## config.mk

```make
export PLATFORM = sky130hd
export DESIGN_NAME = vstore_w_beat_gen
export DESIGN_NICKNAME = d
export VERILOG_FILES = /design/src/rtl/vlsu_pkg.sv /design/src/rtl/vlsu_desc_fifo.sv /design/src/rtl/vstore_w_beat_gen.sv
export SDC_FILE = /design/constraint.sdc
export NUM_CORES = 1
export LEC_CHECK = 0
export ABC_AREA = 1
export BUFFER_PORTS_ARGS = -buffer_cell sky130_fd_sc_hd__buf_2
export CAP_MARGIN = 30
export CORE_ASPECT_RATIO = 1.1
export CORE_MARGIN = 8
export CORE_UTILIZATION = 53
export CTS_BUF_LIST = sky130_fd_sc_hd__clkbuf_4
export DETAILED_ROUTE_END_ITERATION = 8
export GPL_ROUTABILITY_DRIVEN = 0
export PLACE_DENSITY = 0.95
export SLEW_MARGIN = 20
export SYNTH_ARGS = -nofsm -noshare
export SYNTH_HDL_FRONTEND = slang
export SYNTH_HIERARCHICAL = 1
export SYNTH_SLANG_ARGS = --single-unit
```

## constraint.sdc

```tcl
create_clock -name clk_i -period 6.8 [get_ports clk_i]
set_clock_uncertainty 0.15 [all_clocks]
set_input_delay 1.7 -clock clk_i [delete_from_list [all_inputs] [get_ports clk_i]]
set_output_delay 1.7 -clock clk_i [all_outputs]
set_load 0.05 [all_outputs]
```

## src/rtl/vlsu_pkg.sv

```systemverilog
// Shared vector load/store unit definitions: descriptor types and width helpers.
package vlsu_pkg;

  localparam int unsigned DefLenWidth  = 8;
  localparam int unsigned DefUserWidth = 1;

  // W-beat burst descriptor at the default AXI4 configuration.
  typedef struct packed {
    logic [DefLenWidth-1:0]  len;
    logic [DefUserWidth-1:0] user;
  } w_beat_desc_t;

  // Pointer/occupancy width for a FIFO of the given power-of-two depth.
  function automatic int unsigned ptr_width(input int unsigned depth);
    return $clog2(depth) + 1;
  endfunction

endpackage

```

## src/rtl/vlsu_desc_fifo.sv

```systemverilog
// Descriptor FIFO with wrap-bit pointers; a push while full is refused even if a pop
// happens in the same cycle.
module vlsu_desc_fifo
  import vlsu_pkg::*;
#(
  parameter type         T     = logic,
  parameter int unsigned Depth = 4
) (
  input  logic                   clk,
  input  logic                   rst,
  input  logic                   push,
  input  T                       wdata,
  input  logic                   pop,
  output T                       head,
  output logic                   full,
  output logic                   empty,
  output logic [$clog2(Depth):0] usage
);

  localparam int unsigned AddrW = $clog2(Depth);

  logic [AddrW:0] wptr_q, rptr_q;
  T               mem_q [Depth];
  logic           push_ok, pop_ok;

  assign empty   = (wptr_q == rptr_q);
  assign full    = (wptr_q[AddrW] != rptr_q[AddrW]) &&
                   (wptr_q[AddrW-1:0] == rptr_q[AddrW-1:0]);
  assign usage   = wptr_q - rptr_q;
  assign push_ok = push && !full;
  assign pop_ok  = pop && !empty;
  assign head    = mem_q[rptr_q[AddrW-1:0]];

  always_ff @(posedge clk) begin
    if (rst) begin
      wptr_q <= '0;
      rptr_q <= '0;
    end else begin
      if (push_ok) wptr_q <= wptr_q + 1'b1;
      if (pop_ok)  rptr_q <= rptr_q + 1'b1;
    end
  end

  // Storage carries no control meaning, so it is left out of reset.
  always_ff @(posedge clk) begin
    if (push_ok) mem_q[wptr_q[AddrW-1:0]] <= wdata;
  end

endmodule

```

## src/rtl/vstore_w_beat_gen.sv

```systemverilog
// AXI W-channel beat generator for the vector store path: queues burst descriptors
// and packs the deshuffled byte-enabled stream into W beats with strb/user/last.
module vstore_w_beat_gen
  import vlsu_pkg::*;
#(
  parameter int unsigned AxiDataWidth = 128,
  parameter int unsigned AxiUserWidth = 1,
  parameter int unsigned TxnDepth     = 4,
  parameter int unsigned LenWidth     = 8
) (
  input  logic                          clk_i,
  input  logic                          rst_i,
  input  logic                          txn_valid_i,
  output logic                          txn_ready_o,
  input  logic [LenWidth-1:0]           txn_len_i,
  input  logic [AxiUserWidth-1:0]       txn_user_i,
  input  logic                          data_valid_i,
  output logic                          data_ready_o,
  input  logic [AxiDataWidth-1:0]       data_i,
  input  logic [AxiDataWidth/8-1:0]     data_be_i,
  output logic                          axi_w_valid_o,
  input  logic                          axi_w_ready_i,
  output logic [AxiDataWidth-1:0]       axi_w_data_o,
  output logic [AxiDataWidth/8-1:0]     axi_w_strb_o,
  output logic                          axi_w_last_o,
  output logic [AxiUserWidth-1:0]       axi_w_user_o,
  output logic [$clog2(TxnDepth):0]     txn_pending_o,
  output logic                          idle_o
);

  localparam int unsigned StrbWidth = AxiDataWidth / 8;
  localparam int unsigned PtrWidth  = ptr_width(TxnDepth);

  typedef struct packed {
    logic [LenWidth-1:0]     len;
    logic [AxiUserWidth-1:0] user;
  } desc_t;

  desc_t                 push_desc, head;
  logic                  fifo_full, fifo_empty;
  logic [PtrWidth-1:0]   fifo_usage;
  logic                  txn_en_q;
  logic [LenWidth-1:0]   beat_q;
  logic                  out_valid_q;
  logic                  accept, is_last;

  assign push_desc = '{len: txn_len_i, user: txn_user_i};

  vlsu_desc_fifo #(
    .T     (desc_t),
    .Depth (TxnDepth)
  ) i_desc_fifo (
    .clk   (clk_i),
    .rst   (rst_i),
    .push  (txn_valid_i && txn_ready_o),
    .wdata (push_desc),
    .pop   (accept && is_last),
    .head  (head),
    .full  (fifo_full),
    .empty (fifo_empty),
    .usage (fifo_usage)
  );

  // txn_en_q keeps descriptor intake closed until the first edge after reset releases.
  assign txn_ready_o   = txn_en_q && !fifo_full;
  assign data_ready_o  = !fifo_empty && (!out_valid_q || axi_w_ready_i);
  assign accept        = data_valid_i && data_ready_o;
  assign is_last       = (beat_q == head.len);
  assign axi_w_valid_o = out_valid_q;
  assign txn_pending_o = fifo_usage;
  assign idle_o        = fifo_empty && !out_valid_q && (beat_q == '0);

  always_ff @(posedge clk_i) begin
    if (rst_i) begin
      txn_en_q <= 1'b0;
      beat_q   <= '0;
    end else begin
      txn_en_q <= 1'b1;
      if (accept) beat_q <= is_last ? '0 : beat_q + 1'b1;
    end
  end

  // Output register: a beat accepted in cycle N is presented on W in cycle N+1.
  always_ff @(posedge clk_i) begin
    if (rst_i) begin
      out_valid_q  <= 1'b0;
      axi_w_data_o <= '0;
      axi_w_strb_o <= {StrbWidth{1'b0}};
      axi_w_last_o <= 1'b0;
      axi_w_user_o <= '0;
    end else if (accept) begin
      out_valid_q  <= 1'b1;
      axi_w_data_o <= data_i;
      axi_w_strb_o <= data_be_i;
      axi_w_last_o <= is_last;
      axi_w_user_o <= head.user;
    end else if (axi_w_ready_i) begin
      out_valid_q  <= 1'b0;
    end
  end

endmodule

```

# Yosys cells after proc, flatten, opt, wreduce, memory -nomap -nowiden
# Memories as Yosys holds them, arrays and structs flattened. A register that Yosys moved wholly into a read port is not among the register bits.
# Index checks and enable logic that the tools add are counted.
classes:
  addsub: 4
  n_eq_ne: 4
  muxes: 8
  n_reduce_logical: 16
op_table:
  columns: ["op", "n"]
  rows:
  - ["logical AND 1 bit", 10]
  - ["adder 8 x 1 -> 8 bit (second input constant)", 1]
  - ["equality test 8 bit", 1]
  - ["logical NOT 8 bit", 1]
  - ["2-to-1 mux 8 bit", 1]
  - ["adder 3 x 1 -> 3 bit (second input constant)", 2]
  - ["2-to-1 mux 1 bit", 5]
  - ["2-to-1 mux 2 bit", 2]
  - ["equality test 3 bit", 1]
  - ["logical NOT 1 bit", 3]
  - ["subtractor 3 bit", 1]
  - ["equality test 2 bit", 1]
  - ["nonzero test 2 bit", 1]
  - ["logical OR 1 bit", 1]
  - ["inequality test 1 bit", 1]
word_totals:
  ff_bits: 162
  ram_bits: 36
  inputBits: 158
  output_inout_bits: 153
  wordCells: 42
  memories: 1
mem_list:
  columns: ["name", "depth", "word_bits", "rd", "rd_clocked_by_memory_dff", "wr", "line_no", "text"]
  rows:
  - ["i_desc_fifo.mem_q", 4, 9, 1, 1, 1, "vlsu_desc_fifo.sv:23", "T mem_q [Depth];"]

# Logic depth before layout (Yosys ltp)
# Gate-level depths: netlist of the first run.
logic_depth:
  ltp_word: 8
  mapped_depth: 16

# By module
# Netlist of the first run, hierarchy kept.
by_module_without_submodules:
  columns: ["mod", "instances", "cells_each", "area_each_um2", "seq_area_each_um2"]
  rows:
  - ["vstore_w_beat_gen", 1, 739, 5684.2, 3123.0]
  - ["vlsu_desc_fifo", 1, 161, 1871.8, 1241.2]

# Least setup slack after synthesis of the first run
# Ideal clock, no wire load.
synth_timing:
  path_kind: "reg2out"
  start: "register i_desc_fifo.wptr_q[0]"
  end: "output port idle_o"
  arrival_time_ns: 2.692
  required_time_ns: 4.950
  slack_ns: 2.258
  path_stages_with_launch: 9
  path_buffers: 0
  path_cell_list: "dfxtp_1 > inv_1 > ha_1 > nand2_1 > inv_1 > nand3_4 > inv_1 > nand3_1 > nor4_1"
synth_between:
  elab_chain_cells: 3
synth_rtl:
  columns: ["element", "line_no", "text"]
  rows:
  - ["from (decl)", "vlsu_desc_fifo.sv:22", "logic [AddrW:0] wptr_q, rptr_q;"]
  - ["from (signal assigned)", "vlsu_desc_fifo.sv:39", "if (push_ok) wptr_q <= wptr_q + 1'b1;"]
  - ["equality test 3 bit", "vlsu_desc_fifo.sv:26", "assign empty = (wptr_q == rptr_q);"]
  - ["named net fifo_empty", "vstore_w_beat_gen.sv:40", "logic fifo_full, fifo_empty;"]
  - ["logical AND 1 bit (2 in series)", "vstore_w_beat_gen.sv:71", "assign idle_o = fifo_empty && !out_valid_q && (beat_q == '0);"]
  - ["to (decl)", "vstore_w_beat_gen.sv:28", "output logic idle_o"]
# The timed path passes the listed nets, and every way through them passes these cells.

# Worst setup path in the final report of the first run
# Ends and elaborated chain as after synthesis.

==> summary.md, run 1 <==
The source of the critical timing path is i_desc_fifo/wptr_q[0]$_SDFFE_PP0P_. The hold buffer count at cts is 0. The end of the critical path is idle_o. The number of global-route vias before repair was 6,844. Derived from the worst setup path, the maximum achievable clock frequency is 0.2227 GHz. During placement, the flow inserted port buffers numbering 310. Share of the clock period used by the worst path: 66.03%.

The initial standard-cell utilization of the core was 54.55%. Most instantiated flip-flop cell in the synthesis netlist: sky130_fd_sc_hd__dfxtp_1. The tools report the global-route wire length before repair as 33.68 mm. After global routing the overflow that remains totals 0.

The run finished with clean final reports. Summed over all cells, the static leakage comes to 4.284 nW. TritonCTS created 17 clock buffers. The number of top-level pins came out at 311. The net switching power figure is 0.0007167 W. The standard-cell row count is 45, and the fraction of power spent switching nets is 30.48%.

The cell with the biggest individual delay on the critical path was sky130_fd_sc_hd__dfxtp_1. On the worst path, the slowest cell contributes a delay of 0.43 ns. Cell internal power was estimated by the tool at 0.001635 W. For the detailed-routed wire length on met3, the log shows 2.294 mm. For this block, the initial DRC count from the detailed router was 657.

Number of sinks handled by clock tree synthesis: 200. The root buffer selected by CTS is sky130_fd_sc_hd__clkbuf_4. The layout has 1,081 filler cells. The die covers 18,340 µm². The tools report the total wirelength of the detailed-routed design as 22.01 mm.

The most frequent cell on the critical path is sky130_fd_sc_hd__inv_1. By startpoint and endpoint, the worst setup path is classified as register to output pin. The tools report the met2 wire length as 10.89 mm.

The logs give 1,068 for the synthesized netlist net count and 0 for the count of unresolved DRC violations after routing. The number of post-CTS setup repair buffers is 0. Walking the worst path, the cells encountered are inv_1 -> ha_1 -> nand2_1 -> inv_1 -> nand3_4 -> inv_1 -> nand3_1 -> nor4_1 -> buf_2.

The worst-case IR drop observed on VDD is 158.6 µV. The synthesized area per cell works out to 8.396 µm². End of the worst register-to-register path: axi_w_data_o[77]$_SDFFE_PP0P_. The synthesis-stage register bit count is 200. The latest clock arrival within the worst-skew pair was 0.55 ns; the detailed-route wire length on metal 1 was 7.991 mm. After clock tree synthesis, the repair step resized 0 gates.

The logs give 6 for the synthesis warning total and 87 for the pin count of the biggest net entering global routing. The kind of start point of the critical path is a register. The total negative slack is 0 ns, and the power density normalized to cell area is 250.0 nW/µm².

The synthesized netlist contains 28 unique library cells. Total count of hold-check failures in the final report: 0. The library cell used most frequently in the layout, excluding fill and tap cells, is sky130_fd_sc_hd__nand2_1. The count of pins over their slew limit was 0; the sum of buffers and inverters on the critical path was 4. In the final layout, the share of cells above drive strength 1 is 29.59%. After the last flow step, the layout net total stands at 1,348.

Counting flops with a built-in enable in the synthesized netlist gives 36. The maximum number of buffers from clock root to sink was 2. The worst pin sits at a relative slew slack of 39.73%. The actual transition at the worst max-transition pin came out at 0.9007 ns. The clock edge transition at the registers on the reported setup and hold paths is 0.14 ns. The number of cells on the critical path was 9; the number of cell instances on the worst register-to-register path was 12.

Across every metal layer, demand over resource in global routing totals 23.25%. The number of levels the H-tree was split into came out at 4. The highest layer touched by signal routing is met5. From synthesis to final layout, the design area changed by 24.49%.

Before antenna repair, the detailed router went through 7 iterations. The average wire per cell in the routed design is 15.91 µm, and the number of standard cells in the final layout excluding fillers is 1,383. Leaving out fill and tap cells, the most frequent cells in the layout are 336 x sky130_fd_sc_hd__nand2_1, 309 x sky130_fd_sc_hd__buf_2, 164 x sky130_fd_sc_hd__dfxtp_1, 152 x sky130_fd_sc_hd__a21oi_1, 43 x sky130_fd_sc_hd__nor2_1.

Counting flops with an async set or reset pin after synthesis yields a share of 0%. The initial antenna violation count is 3. The worst setup path is captured at an output pin.

Via count: 7,071. The class of the worst hold path is register to register. Reg-to-reg critical path startpoint: i_desc_fifo/wptr_q[0]$_SDFFE_PP0P_. The family with the most delay on the worst path was buffers and inverters.

Biggest fanout along the worst timing path: 6. Once detail routing completed, the nets flagged for antenna violations numbered 0. TritonCTS built the clock tree. The run gives 16.38 mm as the HPWL after detailed placement.

The smallest clock period supported by the final layout is computed as 4.490 ns. The number of maximum-capacitance constraint violations was 0. Setup violations remaining at the end of the flow were counted as 0. At the worst endpoint, the required time is 4.95 ns. In the synthesized netlist, the number of instances is 900.

The die is 141.2 µm tall. The tools report the share of the yosys chip area belonging to registers as 57.76%. Setup repair after global routing left no endpoint under its margin. Of the total power, combinational logic draws 17.9%.

The region available for standard cell placement spans 13,850 µm². The run gives 3.11 ns as the setup slack of the worst register-to-register path. Data arrives at the worst endpoint at 2.64 ns.

The mapped netlist covers 7556 µm². The clock network accounts for 27.5% of the total power. Using the TritonRoute via totals, the vias-per-cell ratio works out to 5.113.

Measured along the x axis, the die boundary spans 129.8 µm. The share of power burned in registers was 54.6%; the cell total after placement was 1,349.
worst min-delay path by stage:
stage	from	endpoint	cells past startpoint
final	axi_w_data_o[127]$_SDFFE_PP0P_	axi_w_data_o[127]$_SDFFE_PP0P_	2
after floorplan	i_desc_fifo/rptr_q[0]$_SDFFE_PP0P_	register	2
after detailed placement	axi_w_data_o[123]$_SDFFE_PP0P_	axi_w_data_o[123]$_SDFFE_PP0P_	2
after CTS	axi_w_data_o[123]$_SDFFE_PP0P_	axi_w_data_o[123]$_SDFFE_PP0P_	2
after global placement	axi_w_data_o[3]$_SDFFE_PP0P_	axi_w_data_o[3]$_SDFFE_PP0P_	2
after global routing	axi_w_data_o[97]$_SDFFE_PP0P_	axi_w_data_o[97]$_SDFFE_PP0P_	2
cells in the mapped netlist (9+ instances only):
library cell               number  share of area (%)
sky130_fd_sc_hd__nand2_1      336                 17
sky130_fd_sc_hd__dfxtp_1      164                 43
sky130_fd_sc_hd__a21oi_1      152                 10
sky130_fd_sc_hd__nor2_1        43                2.1
sky130_fd_sc_hd__inv_1         39                1.9
sky130_fd_sc_hd__edfxtp_1      36                 14
sky130_fd_sc_hd__buf_4         21                2.1
sky130_fd_sc_hd__o21ai_0       19                1.3
sky130_fd_sc_hd__clkbuf_1      17               0.84
sky130_fd_sc_hd__buf_2         13               0.86
sky130_fd_sc_hd__nand3_1       12               0.79
sky130_fd_sc_hd__ha_1           9                1.5
sky130_fd_sc_hd__o22ai_1        9               0.75
tightest hold or removal path, cell delays in order, from the launching register on:
cell	delay (ns)
sky130_fd_sc_hd__dfxtp_1	0.33
sky130_fd_sc_hd__nand2_1	0.06
sky130_fd_sc_hd__a21oi_1	0.05
sequential cells by signal (all words and copies together), names as in the netlist, named ones only:
register / cells
i_desc_fifo/wptr_q: 3
i_desc_fifo/rptr_q: 3
axi_w_data_o: 128
beat_q: 8
i_desc_fifo/mem_q: 36
txn_en_q: 1
axi_w_strb_o: 16
axi_w_last_o: 1
axi_w_valid_o: 1
axi_w_user_o: 1
power groups by stage:
stage	Combinational, W	Sequential, W	Clock, W
floorplan	0.000145	0.00146	0
global placement	0.000414	0.00131	0
detailed placement	0.000423	0.00131	0
CTS	0.000424	0.00128	0.000661
global route	0.000451	0.00129	0.000709
finish	0.000421	0.00128	0.000647
kinds of logic (layout without fill, tap and decap cells):
family,count (synthesis),in the layout,synth area share [%]
AOI/OAI and AO/OA,183,183,12.34
DFF,200,200,57.76
and+or+nand+nor,403,403,20.91
xor gates and xnor gates,9,9,1.043
adders and majority gates,10,10,1.755
other,0,2,0
buffers and inverters,95,388,6.193
final cells by class:
cell class                 instances  area [µm²]  area share [%]
clock inverter                    12       152.6           1.623
antenna                            2       5.005         0.05321
multi-input combinational        605        2736           29.09
timing repair buffer             313        1597           16.97
inverter                          43       166.4           1.769
tap                              188       235.2           2.501
clock buffer                      20       150.1           1.596
sequential                       200        4364           46.40
metal layers:
layer / GRT usage (%) / vias up
met1: 24.61 / 3232
li1: - / 3464
met2: 39.48 / 308
met3: 8.789 / 65
met4: 11.81 / 2
met5: 0 / -
stage by stage:
| step | util, % | hold WS (ns) | setup slack (ns) | cell area [µm²] | power (W) |
|---|---|---|---|---|---|
| floorplan | - | 0.3722 | 2.258 | 7556 | 0.001606 |
| CTS | 67.88 | 0.3223 | 2.254 | 9402 | 0.002367 |
| finish | 67.91 | 0.3197 | 2.310 | 9407 | 0.002351 |
| detailed placement | 65.69 | 0.3022 | 2.547 | 9099 | 0.001731 |
| global placement | 65.49 | 0.2980 | 2.285 | 9071 | 0.001719 |
| global route | 67.91 | 0.3380 | 2.113 | 9407 | 0.002449 |
No activity file was read; power rests on OpenSTA's default activity.
==> run 2: changes to the inputs <==
--- a/config.mk
+++ b/config.mk
@@ -10,11 +10,11 @@
 export CAP_MARGIN = 30
 export CORE_ASPECT_RATIO = 1.1
 export CORE_MARGIN = 8
-export CORE_UTILIZATION = 53
+export CORE_UTILIZATION = 45
 export CTS_BUF_LIST = sky130_fd_sc_hd__clkbuf_4
 export DETAILED_ROUTE_END_ITERATION = 8
 export GPL_ROUTABILITY_DRIVEN = 0
-export PLACE_DENSITY = 0.95
+export PLACE_DENSITY = 0.86
 export SLEW_MARGIN = 20
 export SYNTH_ARGS = -nofsm -noshare
 export SYNTH_HDL_FRONTEND = slang
==> constraint.sdc (replaced) <==
create_clock -name clk_i -period 3.7 [get_ports clk_i]
set_clock_uncertainty 0.15 [all_clocks]
set_input_delay 0.925 -clock clk_i [delete_from_list [all_inputs] [get_ports clk_i]]
set_output_delay 0.925 -clock clk_i [all_outputs]
set_load 0.05 [all_outputs]
==> run 2 against run 1 <==
Effect of this change:
- critical path depth unchanged
- critical path type unchanged
- utilization decreased by 10 points
- highest routed layer is now met4
- sequential share of layout area decreased by 0.38 points
- non-clock buffer count increased by 5
- via count decreased by 3.1%
- critical endpoint unchanged
- largest cell class unchanged
==> summary.md, run 2 (synthesis results as in run 1) <==
The run finished with clean final reports. The top cell types in the final layout, fill and taps aside, are 336 x sky130_fd_sc_hd__nand2_1, 308 x sky130_fd_sc_hd__buf_2, 163 x sky130_fd_sc_hd__dfxtp_1, 152 x sky130_fd_sc_hd__a21oi_1, 43 x sky130_fd_sc_hd__nor2_1. In this run the remaining antenna-violating nets after routing total 0. The critical path goes through inv_1 -> ha_1 -> nand2_1 -> inv_1 -> nand3_4 -> inv_1 -> nand3_1 -> nor4_2 -> clkbuf_4.

The total chip power was 0.004317 W. The sum of buffers and inverters on the critical path is 4. The share of the clock period used by the worst path was 94.43%. The count of unresolved DRC violations after routing was 0; the placeable core area was 16,370 µm². In the final layout, the share of cells above drive strength 1 is 30.13%. In this run the power density over the cells is 455.1 nW/µm². After detailed placement, the total cell area comes to 9160 µm².

The iteration count of the initial detailed-routing pass is 5. The total count of hold-check failures in the final report is 0, and the number of levels the H-tree was split into is 4. The run gives 0.56 ns as the latest clock arrival within the worst-skew pair.

The tools report the data arrival at the endpoint of the critical path as 2.42 ns. The first global-routing pass estimated 33.29 mm of wire. At the end of the flow, the number of nets in the layout was 1,353. The clock passes through at most 2 buffers. Family with the most delay on the worst path: buffers and inverters. The floorplan has 49 rows.

Leakage power of the design: 4.311 nW. The tools report the HPWL after detailed placement as 15.88 mm. Entering global routing, the biggest net connects 102 pins. The share of total power dissipated in combinational logic is 18.1%.

Adding up every negative setup slack in the final design gives 0 ns. Setup repair after global routing left no endpoint under its margin. The clock edge transition at the registers on the reported setup and hold paths works out to 0.15 ns.

The worst hold path was traced through 2 stages. The net switching power figure came out at 0.001379 W. The tool flagged a number of max-cap violations equal to 0. Of the total power, registers draw 54.6%.

The register with the most flip-flops in the layout has 128 of them. Fraction of power consumed by the clock network: 27.3%. STA classifies the critical path endpoint as an output pin.

The sequential cells in the finished layout cover a total of 4365 µm². TritonCTS built the clock tree. The initial antenna violation count was 1; the total wirelength of the detailed-routed design was 21.40 mm. In this run switching power makes up 31.93% of total power.

With fillers left out, the area of the finished cells amounts to 9487 µm². Across every metal layer, demand over resource in global routing totals 19.42%. For this configuration, the core starts out at a cell density of 46.16%. The count of pins over their slew limit is 0. The number of clock buffers added by TritonCTS is 17. The most frequent cell on the critical path was sky130_fd_sc_hd__inv_1. The setup slack of the worst register-to-register path was 0.59 ns. The cell with the biggest individual delay on the critical path was sky130_fd_sc_hd__dfxtp_2.

OpenSTA, run right after detailed placement, puts the worst setup slack at 0.5590 ns. IR analysis of the VDD net gives a maximum drop of 284.5 µV. The critical path crosses 9 cells after its start point. The time the final worst path needs with I/O delays and setup works out to 3.494 ns. After global routing the overflow that remains totals 0.

Pin placement for this block handled 311 I/O pins. The die outline height is 151.9 µm. Most common cell after layout, fill and taps aside: sky130_fd_sc_hd__nand2_1. STA classifies the critical path startpoint as a register.

Post-detailed-route via-to-cell ratio: 4.885. The register name with the most flops was axi_w_data_o. Post-route worst setup slack: 0.2059 ns.

The fill cell instance count of the final layout is 1,448, and the horizontal extent of the die is 139.6 µm. The number of endpoints failing setup at the final stage came out at 0. Class of the worst hold path: register to register.

Cell-internal power: 0.002939 W. The signed area change from the synthesized netlist to the final layout works out to 25.55%. Of all nets on the critical path, the largest fanout is 6.

The actual transition at the worst max-transition pin came out at 0.7918 ns. The floorplan step defined a die boundary enclosing 21,200 µm². At the end of the flow the core is filled with cells to 57.95%. The number of global-route vias before repair is 6,452, and the headroom to the max-slew limit is 47.02%.

In the final layout, the multi-input gates occupy 2743 µm². After the first detailed-routing iteration, the DRC count stood at 436. The tools report the root buffer selected by CTS as sky130_fd_sc_hd__clkbuf_4. In the final routed layout, each cell accounts on average for 15.26 µm. The final route contains 6,854 vias. For the number of sinks handled by clock tree synthesis, the log shows 200. Port buffering added 310 buffers.

Timing would allow up to 0.2862 GHz. The worst register-to-register path has a depth of 9. The largest stage delay on the critical path was 0.39 ns. The critical path is of the register to output pin type.

At the worst endpoint, the required time is 2.62 ns.
==> run 2: cell count changes in the layout (fill, tap and decap cells not counted), moves of 2 or more <==
cell                         change
sky130_fd_sc_hd__buf_12          +2
sky130_fd_sc_hd__buf_4           +3
sky130_fd_sc_hd__clkbuf_4        -2
sky130_fd_sc_hd__clkinv_4        -2
sky130_fd_sc_hd__clkinvlp_4      +2
sky130_fd_sc_hd__inv_8           +3
==> run 2: path summary, 6_finish.rpt <==
kind / from / endpoint
max: i_desc_fifo/wptr_q[0]$_SDFFE_PP0P_ / idle_o
min: axi_w_data_o[100]$_SDFFE_PP0P_ / axi_w_data_o[100]$_SDFFE_PP0P_
max reg2reg: i_desc_fifo/wptr_q[0]$_SDFFE_PP0P_ / i_desc_fifo/mem_q[3][6]$_DFFE_PP_
min reg2reg: axi_w_data_o[100]$_SDFFE_PP0P_ / axi_w_data_o[100]$_SDFFE_PP0P_
==> run 2: metrics by stage <==
| stage | cells | hold WS, ns |
|---|---|---|
| after CTS | 1401 | 0.3236 |
| after global placement | 1369 | 0.2979 |
| final | 1403 | 0.3215 |
| after detailed placement | 1369 | 0.3019 |
| after floorplan | 900 | 0.3722 |
| after global routing | 1403 | 0.3347 |
==> run 2: power groups by stage <==
stage | sequential (W) | combinational [W] | clock (W)
final | 0.00236 | 0.000780 | 0.00118
after global routing | 0.00237 | 0.000839 | 0.00130
after CTS | 0.00236 | 0.000780 | 0.00122
after detailed placement | 0.00240 | 0.000778 | 0
after global placement | 0.00240 | 0.000769 | 0
after floorplan | 0.00269 | 0.000267 | 0
==> run 2: layer usage <==
layer	global-route usage [%]	up-vias	share of wire (%)
met1	21.91	3084	40
met5	0	-	0
met4	8.282	0	2.6
li1	-	3463	-
met2	33.16	272	49
met3	6.268	35	8.1
==> run 2: repair_timing <==
action | CTS | global route
setup endpoints to repair | 0 | 1
gates resized for setup | 0 | 2
hold buffers | 0 | 0
buffers inserted | 0 | 0
==> run 2: final cells by class <==
class,count,share of cell area (%)
clock buffers,17,1.345
clock inverters,15,1.741
repair buffers,318,17.52
multi-input cells,605,28.91
well taps,204,2.691
flip-flops and latches,200,46.02
diodes,1,0.02638
inverters,43,1.754
==> run 2: tightest hold or removal path, stage by stage, from the launching register on <==
cell	delay, ns
sky130_fd_sc_hd__dfxtp_1	0.33
sky130_fd_sc_hd__nand2_1	0.06
sky130_fd_sc_hd__a21oi_1	0.05
==> run 3: changes to the inputs <==
--- a/config.mk
+++ b/config.mk
@@ -5,7 +5,7 @@
 export SDC_FILE = /design/constraint.sdc
 export NUM_CORES = 1
 export LEC_CHECK = 0
-export ABC_AREA = 1
+export ABC_AREA = 0
 export BUFFER_PORTS_ARGS = -buffer_cell sky130_fd_sc_hd__buf_2
 export CAP_MARGIN = 30
 export CORE_ASPECT_RATIO = 1.1
==> constraint.sdc (replaced) <==
create_clock -name clk_i -period 3.7 [get_ports clk_i]
set_clock_uncertainty 0.15 [all_clocks]
set_input_delay 0.185 -clock clk_i [delete_from_list [all_inputs] [get_ports clk_i]]
set_output_delay 0.185 -clock clk_i [all_outputs]
set_load 0.05 [all_outputs]
==> run 3 against run 2 <==
Effect of this change:
- first-iteration DRC count up 57%
- via count up 19%
- critical path depth up 1
- wire length up 37%
- area after synthesis up 0.36%
- clock power about the same
- fmax up 2.3%
- sequential cell count unchanged
- global-route usage up 7.5 points
- die area up 0.32%
- utilization up 12 points
- register-to-register slack worse by 0.31 ns
==> summary.md, run 3 <==
Clock-pin slew was measured on the worst setup and hold paths at 0.22 ns. The horizontal extent of the die was 139.8 µm. For the maximum achievable frequency, the log shows 0.2927 GHz. The endpoint identified for the worst register-to-register timing path is axi_w_data_o[54]$_SDFFE_PP0P_. The final layout contains 1,468 nets. STA classifies the critical path endpoint as a register. The run gives 0 as the number of maximum-capacitance constraint violations.

The die outline height came out at 152.2 µm. The tools report the fraction of power consumed by the clock network as 25.2%. Ranked by instance count, the synthesized netlist is headed by 300 x sky130_fd_sc_hd__nand2_1, 164 x sky130_fd_sc_hd__dfxtp_1, 150 x sky130_fd_sc_hd__a21oi_1.

Setup repair after global routing left no endpoint under its margin. The worst setup path is of the register to register kind. The number of cells on the worst hold path was 6; the netlist area before placement was 7584 µm².

The latest clock arrival within the worst-skew pair was 0.58 ns; the sum of buffers and inverters on the critical path was 3. The flow ran to the end, and the final reports show no timing, DRC or antenna violations. Among all flip-flop cells after synthesis, the most frequent one is sky130_fd_sc_hd__dfxtp_1.

Share of the clock period used by the worst path: 92.35%. Reg-to-reg critical path startpoint: i_desc_fifo/wptr_q[0]$_SDFFE_PP0P_. The worst-case IR drop observed on VDD is 343.9 µV.

The initial standard-cell utilization of the core is 46.15%, and the number of post-CTS setup repair buffers is 0. Registers are responsible for 51.3% of the overall power. The average wire per cell in the routed design works out to 19.25 µm. The top cell types in the final layout, fill and taps aside, are 309 x sky130_fd_sc_hd__buf_2, 298 x sky130_fd_sc_hd__nand2_1, 200 x sky130_fd_sc_hd__dlygate4sd3_1, 164 x sky130_fd_sc_hd__dfxtp_1, 150 x sky130_fd_sc_hd__a21oi_1. For this design, the sink count on the clock tree is 200. Buffers inserted during clock tree synthesis total 17. Across all layers, the routed design uses 8,132 vias. More flip-flops sit in one register than any other, and that register is axi_w_data_o. The final layout contains routed wiring with a total length of 29.40 mm. After floorplanning, the core was sized to cover 16,430 µm². The run gives 0 as the total count of hold-check failures in the final report.

For the worst setup path, the data required time is 4.10 ns. The pin count of the biggest net entering global routing is 149, and the final instance area is 11,500 µm². Counting every instance in the synthesized netlist gives 823. Summed over all cells, the static leakage comes to 5.038 nW.

Traced cell by cell, the critical path runs through inv_1 -> ha_1 -> nand2_2 -> nor2b_1 -> nand2b_4 -> nor2_8 -> buf_16 -> nand2_1 -> a21oi_1 -> dlygate4sd3_1. The total routing usage reported by global routing was 26.88%. Count of buffers from port buffering: 310. Most common cell after layout, fill and taps aside: sky130_fd_sc_hd__buf_2. After detailed routing, the number of remaining DRC violations is 0. The run gives 2 as the maximum number of buffers from clock root to sink.

Of the post-synthesis cell area, the dominant cell type holds 43.29%. Across all register-to-register paths, the minimum setup slack is 0.28 ns. The overflow left after global routing was 0. The floorplan has 49 rows.

After legalization and detailed placement, the total HPWL measured 15.71 mm. Family with the most delay on the worst path: buffers and inverters. The biggest fanout along the worst timing path was 148; the combinational group share of total power was 23.5%. Relative to the synthesized area, the layout overhead comes to 51.64%. Most repeated cell in the gate-level netlist after synthesis: sky130_fd_sc_hd__nand2_1. The fraction of power spent switching nets was 35.38%; the number of top-level pins was 311. The hold path startpoint is axi_w_ready_i.

At the worst endpoint, the arrival time is 3.82 ns. Yosys mapped the design onto 43 distinct sky130hd cell types. For this run, the slowest stage of the critical path takes 0.66 ns.

The worst hold path belongs to the class input pin to register. For the pin with the worst max-slew slack, the measured transition is 0.7005 ns. Dividing total power by cell area gives a power density of 403.8 nW/µm². The root buffer selected by CTS is sky130_fd_sc_hd__clkbuf_4.

The total negative slack came out at 0 ns. The logs give 45.25 mm for the global-route wire length before repair and 0 for the number of endpoints failing setup at the final stage. Using the TritonRoute via totals, the vias-per-cell ratio works out to 5.325. The number of cell instances on the worst register-to-register path came out at 10. The iteration count of the initial detailed-routing pass is 7, and the synthesis-stage register bit count is 200. The run gives 69.99% as the end-of-flow core utilization. The number of flops mapped to enable cells by yosys was 36. In this run the mean area of a mapped cell was 9.214 µm². STA classifies the critical path startpoint as a register.

The synthesized netlist net count is 991, and the number of levels the H-tree was split into is 4. The number of violations reported at the end of detailed-routing iteration 0 was 686. Initial antenna violation count: 10. The share of the yosys chip area belonging to registers came out at 57.55%.

By area the synthesized netlist is led by sky130_fd_sc_hd__dfxtp_1 43%, sky130_fd_sc_hd__nand2_1 15%, sky130_fd_sc_hd__edfxtp_1 14%, sky130_fd_sc_hd__a21oi_1 9.9%, sky130_fd_sc_hd__mux4_2 2.7%. After layout, the minimum clock period comes to 3.417 ns. The register with the most flip-flops in the layout has 128 of them. The biggest area contributor in the post-synthesis netlist is sky130_fd_sc_hd__dfxtp_1. Of the cells placed in the final design, the portion with a size suffix greater than 1 is 28.18%. The run gives 9165 µm² as the placed standard-cell area. The run gives 21,270 µm² as the die area. Count of pins over their slew limit: 0. The path with the worst hold slack has its endpoint at axi_w_last_o$_SDFFE_PP0P_. Cell internal power was estimated by the tool at 0.003001 W. The count of nets left with antenna violations once routing finished came out at 0. TritonCTS built the clock tree. The number of global-route vias before repair was 8,333. In this run the tightest slew margin relative to its limit is 53.30%. The synthesis warning total is 6. The fill cell instance count of the final layout is 1,078. The cell with the biggest individual delay on the critical path was sky130_fd_sc_hd__dlygate4sd3_1. Counting flops with an async set or reset pin after synthesis yields a share of 0%. In this run the power spent charging and discharging nets is 0.001643 W.
[run 3: worst register-to-register path: stages (launching register included)]
cell                            delay, ns
sky130_fd_sc_hd__dfxtp_1             0.47
sky130_fd_sc_hd__inv_1               0.12
sky130_fd_sc_hd__ha_1                0.37
sky130_fd_sc_hd__nand2_2             0.23
sky130_fd_sc_hd__nor2b_1             0.15
sky130_fd_sc_hd__nand2b_4            0.23
sky130_fd_sc_hd__nor2_8              0.13
sky130_fd_sc_hd__buf_16              0.35
sky130_fd_sc_hd__nand2_1             0.33
sky130_fd_sc_hd__a21oi_1             0.21
sky130_fd_sc_hd__dlygate4sd3_1       0.66
[run 3: power groups by stage]
stage	Sequential, W	Clock [W]	Combinational, W
after floorplan	0.00273	0	0.000308
after global placement	0.00241	0	0.000862
after detailed placement	0.00242	0	0.000874
after CTS	0.00237	0.00119	0.00104
after global routing	0.00239	0.00127	0.00115
final	0.00238	0.00117	0.00109
[run 3: worst max-delay path by stage]
| stage | startpoint | cells after the start | to | slack (ns) |
|---|---|---|---|---|
| floorplan | i_desc_fifo/wptr_q[0]$_SDFFE_PP0P_ | 10 | i_desc_fifo/mem_q[3][0]$_DFFE_PP_ | 0.34 |
| CTS | i_desc_fifo/wptr_q[0]$_SDFFE_PP0P_ | 10 | axi_w_strb_o[12]$_SDFFE_PP0P_ | 0.16 |
| global placement | register | 7 | register | 0.73 |
| detailed placement | i_desc_fifo/wptr_q[0]$_SDFFE_PP0P_ | 10 | register | 0.62 |
| finish | i_desc_fifo/wptr_q[0]$_SDFFE_PP0P_ | 10 | axi_w_data_o[54]$_SDFFE_PP0P_ | 0.28 |
| global route | i_desc_fifo/wptr_q[0]$_SDFFE_PP0P_ | 10 | axi_w_data_o[54]$_SDFFE_PP0P_ | 0.14 |
[run 3: final cells by class]
class                      count  area [µm²]  share of cell area [%]
multi-input combinational    554        2878                   25.02
tap                          204       255.2                   2.220
inverter                      10       37.54                  0.3264
antenna                       10       25.02                  0.2176
sequential                   200        4364                   37.95
timing repair buffer         517        3654                   31.77
clock inverter                15       158.9                   1.382
clock buffer                  17       127.6                   1.110
[run 3: cells by family (layout without fill, tap and decap cells)]
family                   Yosys count  count (layout)  share of synthesized area (%)
flip-flops                       200             200                          57.55
XOR/XNOR                          17              17                          1.963
adder cells (fa/ha/maj)           10              10                          1.749
AO/OA/AOI/OAI                    160             160                          11.00
buffers and inverters             69             559                          4.785
AND/OR/NAND/NOR                  358             358                          20.28
multiplexers                       9               9                          2.673
other                              0              10                              0
[run 3: through the flow]
stage / worst slack, ns / std cells / total power [W] / hold slack (ns)
floorplan: 0.3374 / 823 / 0.003039 / 0.1339
global placement: 0.7262 / 1285 / 0.003274 / 0.2492
detailed placement: 0.6231 / 1285 / 0.003292 / 0.2560
CTS: 0.1620 / 1517 / 0.004606 / 0.05209
global route: 0.1409 / 1527 / 0.004814 / 0.1535
finish: 0.2830 / 1527 / 0.004644 / 0.1400
[run 3: layer usage]
| layer | share of wire (%) | vias up | global-route usage, % |
|---|---|---|---|
| met2 | 50 | 529 | 45.15 |
| met3 | 8.8 | 150 | 8.555 |
| li1 | - | 3702 | - |
| met5 | 0 | - | 0 |
| met4 | 6.6 | 0 | 18.94 |
| met1 | 35 | 3751 | 28.12 |
[run 3: what timing repair did]
| action | in CTS | in global routing |
|---|---|---|
| resized for setup | 0 | 4 |
| hold buffers | 200 | 0 |
| endpoints found under the setup margin | 0 | 43 |
| hold endpoints to repair | 189 | 0 |
